File: config.mk
export PLATFORM = sky130hd
export DESIGN_NAME = counter_bank_with_strobe
export DESIGN_NICKNAME = d
export VERILOG_FILES = /design/src/rtl/counter_bank_pkg.sv /design/src/rtl/counter_bank_channel.sv /design/src/rtl/counter_bank_with_strobe.sv
export SDC_FILE = /design/constraint.sdc
export NUM_CORES = 1
export LEC_CHECK = 0
export CAP_MARGIN = 5
export CORE_AREA = 5 5 98 169
export CTS_CLUSTER_SIZE = 40
export DETAILED_ROUTE_END_ITERATION = 10
export DIE_AREA = 0 0 103 174
export PLACE_DENSITY = 0.79
export SYNTH_ARGS = -nofsm -noshare
export SYNTH_HDL_FRONTEND = slang
export SYNTH_SLANG_ARGS = --single-unit
export TNS_END_PERCENT = 10
File: constraint.sdc
create_clock -name clk -period 5 [get_ports clk]
set_input_delay 1 -clock clk [delete_from_list [all_inputs] [get_ports clk]]
set_output_delay 1 -clock clk [all_outputs]
set_load 0.01 [all_outputs]
File: src/rtl/counter_bank_pkg.sv
// Shared definitions for the counter bank: mode encoding, counter
// restart value and the period_in slice helper.
package counter_bank_pkg;

    typedef enum logic {
        MODE_PERIODIC = 1'b0,
        MODE_ONESHOT  = 1'b1
    } mode_e;

    localparam int CNT_RESET = 1;

    function automatic int period_lsb(input int ch, input int width);
        return ch * width;
    endfunction

endpackage

File: src/rtl/counter_bank_channel.sv
// One prescaler channel: tick counter, shadowed period, one-shot done
// latch and a registered terminal-count strobe.
module counter_bank_channel
    import counter_bank_pkg::*;
#(
    parameter int WIDTH = 16
) (
    input  logic             clk,
    input  logic             rst,
    input  logic             tick_src,
    input  logic             mode,
    input  logic [WIDTH-1:0] period,
    input  logic             period_wr,
    input  logic             arm,
    output logic             strobe,
    output logic             done
);

    localparam logic [WIDTH-1:0] CNT_ONE = WIDTH'(CNT_RESET);

    logic [WIDTH-1:0] cnt;
    logic [WIDTH-1:0] active_period;
    logic [WIDTH-1:0] shadow_period;
    logic             pending;
    logic             tick;
    logic             term;
    logic             load_now;

    assign tick = tick_src && !done && (active_period != '0);
    assign term = tick && (cnt == active_period);

    // Safe to switch period immediately when no count is in flight
    assign load_now = (active_period == '0) || done
                    || ((cnt == CNT_ONE) && !tick) || term;

    always_ff @(posedge clk) begin
        if (rst) begin
            cnt           <= CNT_ONE;
            active_period <= '0;
            shadow_period <= '0;
            pending       <= 1'b0;
            strobe        <= 1'b0;
            done          <= 1'b0;
        end else begin
            strobe <= term;

            if (arm || term) begin
                cnt <= CNT_ONE;
            end else if (tick) begin
                cnt <= cnt + WIDTH'(1);
            end

            if (arm) begin
                done <= 1'b0;
            end else if (term && (mode == MODE_ONESHOT)) begin
                done <= 1'b1;
            end

            if (period_wr) begin
                shadow_period <= period;
                if (load_now) begin
                    active_period <= period;
                    pending       <= 1'b0;
                end else begin
                    pending <= 1'b1;
                end
            end else if (term && pending) begin
                active_period <= shadow_period;
                pending       <= 1'b0;
            end
        end
    end

endmodule

File: src/rtl/counter_bank_with_strobe.sv
// Bank of CHANNELS prescaler channels. Optional COUNTER_BANK_CASCADE_EN
// lets channel i count strobes of channel i-1 instead of enable[i].
module counter_bank_with_strobe
    import counter_bank_pkg::*;
#(
    parameter int WIDTH    = 16,
    parameter int CHANNELS = 4
) (
    input  logic                      clk,
    input  logic                      rst,
    input  logic [CHANNELS-1:0]       enable,
    input  logic [CHANNELS-1:0]       mode,
    input  logic [CHANNELS*WIDTH-1:0] period_in,
    input  logic [CHANNELS-1:0]       period_wr,
    input  logic [CHANNELS-1:0]       arm,
`ifdef COUNTER_BANK_CASCADE_EN
    input  logic [CHANNELS-1:0]       cascade,
`endif
    output logic [CHANNELS-1:0]       strobe,
    output logic [CHANNELS-1:0]       done
);

    logic [CHANNELS-1:0] tick_src;

`ifdef COUNTER_BANK_CASCADE_EN
    logic unused_cascade0;
    assign unused_cascade0 = cascade[0];
`endif

    for (genvar i = 0; i < CHANNELS; i++) begin : g_ch
`ifdef COUNTER_BANK_CASCADE_EN
        if (i == 0) begin : g_src
            assign tick_src[i] = enable[i];
        end else begin : g_src
            assign tick_src[i] = cascade[i] ? strobe[i-1] : enable[i];
        end
`else
        assign tick_src[i] = enable[i];
`endif

        counter_bank_channel #(
            .WIDTH(WIDTH)
        ) u_ch (
            .clk       (clk),
            .rst       (rst),
            .tick_src  (tick_src[i]),
            .mode      (mode[i]),
            .period    (period_in[period_lsb(i, WIDTH) +: WIDTH]),
            .period_wr (period_wr[i]),
            .arm       (arm[i]),
            .strobe    (strobe[i]),
            .done      (done[i])
        );
    end

endmodule

# Yosys cells after proc, flatten, opt, wreduce, memory -nomap -nowiden
# Index checks and enable logic that the tools add are counted.
# totals
ff_bits	204
input_bits	82
output_inout_bits	8
elab_cells	136
# op_classes
n_addsub	4
n_eq_ne	12
muxes	24
reduce_logical	72
# ops
op	count
16-bit 2-to-1 mux	12
16-bit by 1-bit adder with 16-bit output (second input constant)	4
16-bit by 1-bit == test with 1-bit output (second input constant)	4
16-bit == test	4
16-bit zero test	4
16-bit nonzero test	4
1-bit logical AND	24
1-bit logical OR	16
2-bit OR reduction	8
1-bit 2-to-1 mux	12
1-bit zero test	8
2-bit by 1-bit inequality test with 1-bit output (second input constant)	4
2-bit AND reduction	4
2-bit nonzero test	4

# Longest topological paths before layout
# depth
word_depth	9
ltp_mapped	10
mapped_depth_nobuf	8

# By module
# Synthesis repeated with hierarchy kept, for this count alone.
# unflattened
cells_unflattened	860
hier_area_um2	9178.8
# by_module_without_submodules
mod	n_inst	cells_per_inst	area_per_inst_um2	seq_area_each_um2
counter_bank_channel	4	215	2294.7	1021.0

# Worst setup path before layout
# OpenSTA, ideal clock, no wires.
# synth_path
path_type	input -> register
from	in enable[2]
to	reg g_ch[2].u_ch.cnt[10]
setup_time_ns	0.117
arrival_ns	2.472
required_ns	4.883
setup_slack_ns	2.411
stages	7
path_buffers	2
path_cell_list	nand2b_1 a41oi_1 nor2b_1 or3_1 clkbuf_1 buf_2 nor2_1
# synth_via
elab_chain_cells	5
# synth_rtl
item	line	source
start: declaration	counter_bank_with_strobe.sv:11	input logic [CHANNELS-1:0] enable,
1-bit logical AND (*) (2 in series)	counter_bank_channel.sv:29	assign tick = tick_src && !done && (active_period != '0);
1-bit logical AND	counter_bank_channel.sv:30	assign term = tick && (cnt == active_period);
1-bit logical OR	counter_bank_channel.sv:47	if (arm || term) begin
2-bit OR reduction (no line)	n/a	
end signal: assignment	counter_bank_channel.sv:50	cnt <= cnt + WIDTH'(1);
end: declaration	counter_bank_channel.sv:21	logic [WIDTH-1:0] cnt;
# Every way passes the cells marked *; elsewhere a longest branch is shown, timed or not.
# A chain may end at the register's enable or synchronous reset.

# Final worst setup path
# layout_path
from	in enable[0]
to	reg g_ch[0].u_ch.active_period[15]
# layout_via
elab_chain_cells	8
word_cells_on_any_way	11
classes_between	eq/ne (1); reduce/logical (10)
# layout_rtl
item	line	source
1-bit logical AND (*) (2 in series)	counter_bank_channel.sv:29	
1-bit zero test	counter_bank_channel.sv:34	|| ((cnt == CNT_ONE) && !tick) || term;
1-bit logical AND	counter_bank_channel.sv:34	
1-bit logical OR (2 in series)	counter_bank_channel.sv:34	
2-bit by 1-bit inequality test with 1-bit output (no line)	n/a	
2-bit AND reduction (no line) (*)	n/a	
end signal: assignment	counter_bank_channel.sv:62	active_period <= period;
end signal: assignment	counter_bank_channel.sv:68	active_period <= shadow_period;
end: declaration	counter_bank_channel.sv:22	logic [WIDTH-1:0] active_period;
# Marked as above.

==> flow_metrics.env <==
export IMPL_status="completed"
export IMPL_seqCellArea_mm2=0.004084
export IMPL_nets=1049
export IMPL_synth_edf_count=0
export IMPL_synth_most_common_cell="dfxtp_1"
export IMPL_setup_slack_ps=2026
export IMPL_p_int_w=0.002762
export IMPL_synthArstFlopShare=0
export IMPL_fin_skew_ps=10.66
export IMPL_htreeDepth=1
export IMPL_dr_pass1_iters=4
export IMPL_required_ps=5420
export IMPL_grt_max_degree=63
export IMPL_routed_wl_mm=18.81
export IMPL_rsz0062_at_grt="false"
export IMPL_netlist_area_mm2=0.008790
export IMPL_period_share=0.5948
export IMPL_synthDistinctLibCells=48
export IMPL_routedWlPerCell_um=16.26
export IMPL_cts_root_buf="clkbuf_16"
export IMPL_finalSetupViolCount=0
export IMPL_cts_resized=0
export IMPL_post_route_min_period_ps=2974
export IMPL_critPathMaxStageDelay_ps=620
export IMPL_synthTopCellsByArea="dfxtp_1, xor2_1, mux2i_1, nor2_1, o22a_1"
export IMPL_path_clk_slew_ps=60
export IMPL_drt_iter0_drc=191
export IMPL_p_clk_frac=0.353
export IMPL_yosysSeqAreaShare=0.4646
export IMPL_grt_pass1_wl_mm=30.91
export IMPL_dieArea_mm2=0.01792
export IMPL_io_pins=90
export IMPL_dpl_worst_slack_ps=1565
export IMPL_seqPwrFrac=0.497
export IMPL_stdcell_area_mm2=0.01023
export IMPL_hpwl_mm=13.49
export IMPL_drc=0
export IMPL_reg2reg_slack_ps=2170
export IMPL_cts_setup_buffers=0
export IMPL_crit_chain="clkdlybuf4s50_1 > nand2b_1 > a41oi_1 > nor2b_1 > a21o_1 > o22a_1"
export IMPL_fp_dieH_um=174
export IMPL_pwr_share_comb=0.150
export IMPL_grt_pass1_vias=6640
export IMPL_gp_congestion=0.9062
export IMPL_fmax_mhz=336.3
export IMPL_ctsLongestPathBuffers=3
export IMPL_hp_class="reg -> reg"
export IMPL_vias=6508
export IMPL_io_buffers=89
export IMPL_hold_violations=0
export IMPL_slew_viol_final=0
export IMPL_path_class="in -> reg"
export IMPL_cts_buffers=19
export IMPL_fin_util=0.6744
export IMPL_crit_family="compound AO/OA/AOI/OAI gates"
export IMPL_nFillCells=1276
export IMPL_p_leak_nw=4.293
export IMPL_worstSkewPairLatency_ps=480
export IMPL_grt_remaining_overflow=0
export IMPL_power_density_mw_per_mm2=364.8
export IMPL_drive_above_1_share=0.06282
export IMPL_synth_cells=896
export IMPL_via_per_inst=5.625
export IMPL_netlist_top_cell_by_area="dfxtp_1"
export IMPL_syn_nets=986
export IMPL_initial_core_util=0.5796
export IMPL_worstMarginPinSlew_ps=1057
export IMPL_holdWs_ps=499.0
export IMPL_synth_seq_cells=204
export IMPL_cp_slowest_cell="a41oi_1"
export IMPL_dpl_cell_area_mm2=0.009674
export IMPL_synth_top_area_frac=0.4646
export IMPL_core_mm2=0.01516
export IMPL_cp_arrival_ps=3390
export IMPL_n_antenna_cell=0
export IMPL_max_slew_margin=0.2941
export IMPL_ys_flop_type="dfxtp_1"
export IMPL_synth_area_per_cell_um2=9.810
export IMPL_worst_path_buf_inv=1
export IMPL_grt_usage=0.2088
export IMPL_antenna_found_initial=0
export IMPL_yosys_warnings=0
export IMPL_max_cap_violations=0
export IMPL_cp_start_kind="input pin"
export IMPL_std_cell_rows=60
export IMPL_cp_max_fo=16
export IMPL_cts_tree="yes"
export IMPL_tns_ps=0
export IMPL_ir_drop_mv=0.2983
export IMPL_clock_sinks=204
export IMPL_chipWidth_um=103
export IMPL_switching_share=0.2596
export IMPL_multi_input_area_mm2=0.004383
export IMPL_area_delta_synth_final_pct=16.36
export IMPL_synth_common_cells="dfxtp_1, nor2_1, xor2_1, mux2i_1, o22a_1"
export IMPL_switchingPower_w=0.0009687
export IMPL_postRouteAntennaNets=0
export IMPL_holdBufCountCts=0
export IMPL_critical_path_endpoint_type="flip-flop"
==> per-stage QoR <==
| stage | std cells | total power, W |
|---|---|---|
| 2_1_floorplan | 896 | 0.002287 |
| 3_3_place_gp | 1124 | 0.002436 |
| 3_5_place_dp | 1124 | 0.002449 |
| 4_1_cts | 1157 | 0.003764 |
| 5_1_grt | 1157 | 0.003904 |
| 6_report | 1157 | 0.003731 |
==> worst register-to-register path, cell delays in order (launching register included) <==
cell and delay [ps]:
dfxtp_1 330, nor4_1 450, a41oi_1 470, nor2b_1 350
a211oi_2 910, o22a_1 270
==> path summary, 6_finish.rpt <==
kind / depth (start not counted) / end / startpoint
max: 6 / g_ch[0].u_ch.active_period[15]$_SDFFE_PP0P_ / enable[0]
min: 2 / g_ch[3].u_ch.shadow_period[9]$_SDFFE_PP0P_ / g_ch[3].u_ch.shadow_period[9]$_SDFFE_PP0P_
max reg2reg: 5 / g_ch[2].u_ch.active_period[5]$_SDFFE_PP0P_ / g_ch[2].u_ch.active_period[2]$_SDFFE_PP0P_
min reg2reg: 2 / g_ch[3].u_ch.shadow_period[9]$_SDFFE_PP0P_ / g_ch[3].u_ch.shadow_period[9]$_SDFFE_PP0P_
==> logic make-up (layout without fill, tap and decap cells) <==
logic type,after synthesis,in the layout,synth area share
and+or+nand+nor,338,338,0.1909
DFF,204,204,0.4646
xor gates and xnor gates,124,124,0.1236
muxes,80,80,0.09338
AOI/OAI and AO/OA,77,77,0.07943
buffers and inverters,65,140,0.03672
adders and majority gates,8,8,0.01139
==> per-layer routing <==
layer / vias up / global-route usage / share of wire
li1: 3252 / - / -
met1: 3074 / 0.2394 / 0.40
met2: 141 / 0.3837 / 0.54
met3: 41 / 0.03133 / 0.039
met4: 0 / 0.06807 / 0.026
met5: - / 0 / 0
==> state kept, by name, summed over array words and instances, names as in the netlist <==
signal,flops
g_ch.u_ch.active_period,64
g_ch.u_ch.shadow_period,64
g_ch.u_ch.cnt,64
g_ch.u_ch.done,4
g_ch.u_ch.strobe,4
g_ch.u_ch.pending,4
==> placed cells by master (no fill, tap or decap), types with 2 or more instances in the layout <==
cell type and n:
nor3_1 11, nor2_2 2, xnor2_1 45, clkdlybuf4s50_1 88, clkbuf_16 19, clkbuf_1 7, or4_4 2, o22a_1 48
a211oi_2 3, xor2_1 79, and4_1 2, inv_1 13, nand3b_1 3, nor4_1 42, clkinv_2 4, nand3_1 17
nand2_1 33, a21oi_1 8, mux2i_1 64, nand4_1 29, nor2b_1 21, or4_1 3, nor4b_1 4, o2bb2ai_1 2
or3_1 3, a21o_1 2, nor2_1 145, ha_1 8, a41oi_1 3, dfxtp_1 204, a211oi_1 3, mux2_2 15
and3_1 12, nand2b_1 6, buf_4 6
==> cell type report <==
| cell class | count | area share |
|---|---|---|
| multi-input cells | 627 | 0.4286 |
| flip-flops and latches | 204 | 0.3993 |
| repair buffers | 94 | 0.09053 |
| clock buffers | 27 | 0.05040 |
| well taps | 186 | 0.02276 |
| inverters | 13 | 0.004771 |
| clock inverters | 6 | 0.003670 |
==> power groups by stage <==
stage          Combinational [W]  Sequential (W)  Clock (W)
6_report                0.000559         0.00186    0.00132
5_1_grt                 0.000622         0.00187    0.00141
4_1_cts                 0.000564         0.00186    0.00135
3_5_place_dp            0.000559         0.00189          0
3_3_place_gp            0.000549         0.00189          0
2_1_floorplan           0.000428         0.00186          0
Power figures use the tool's default switching activity.
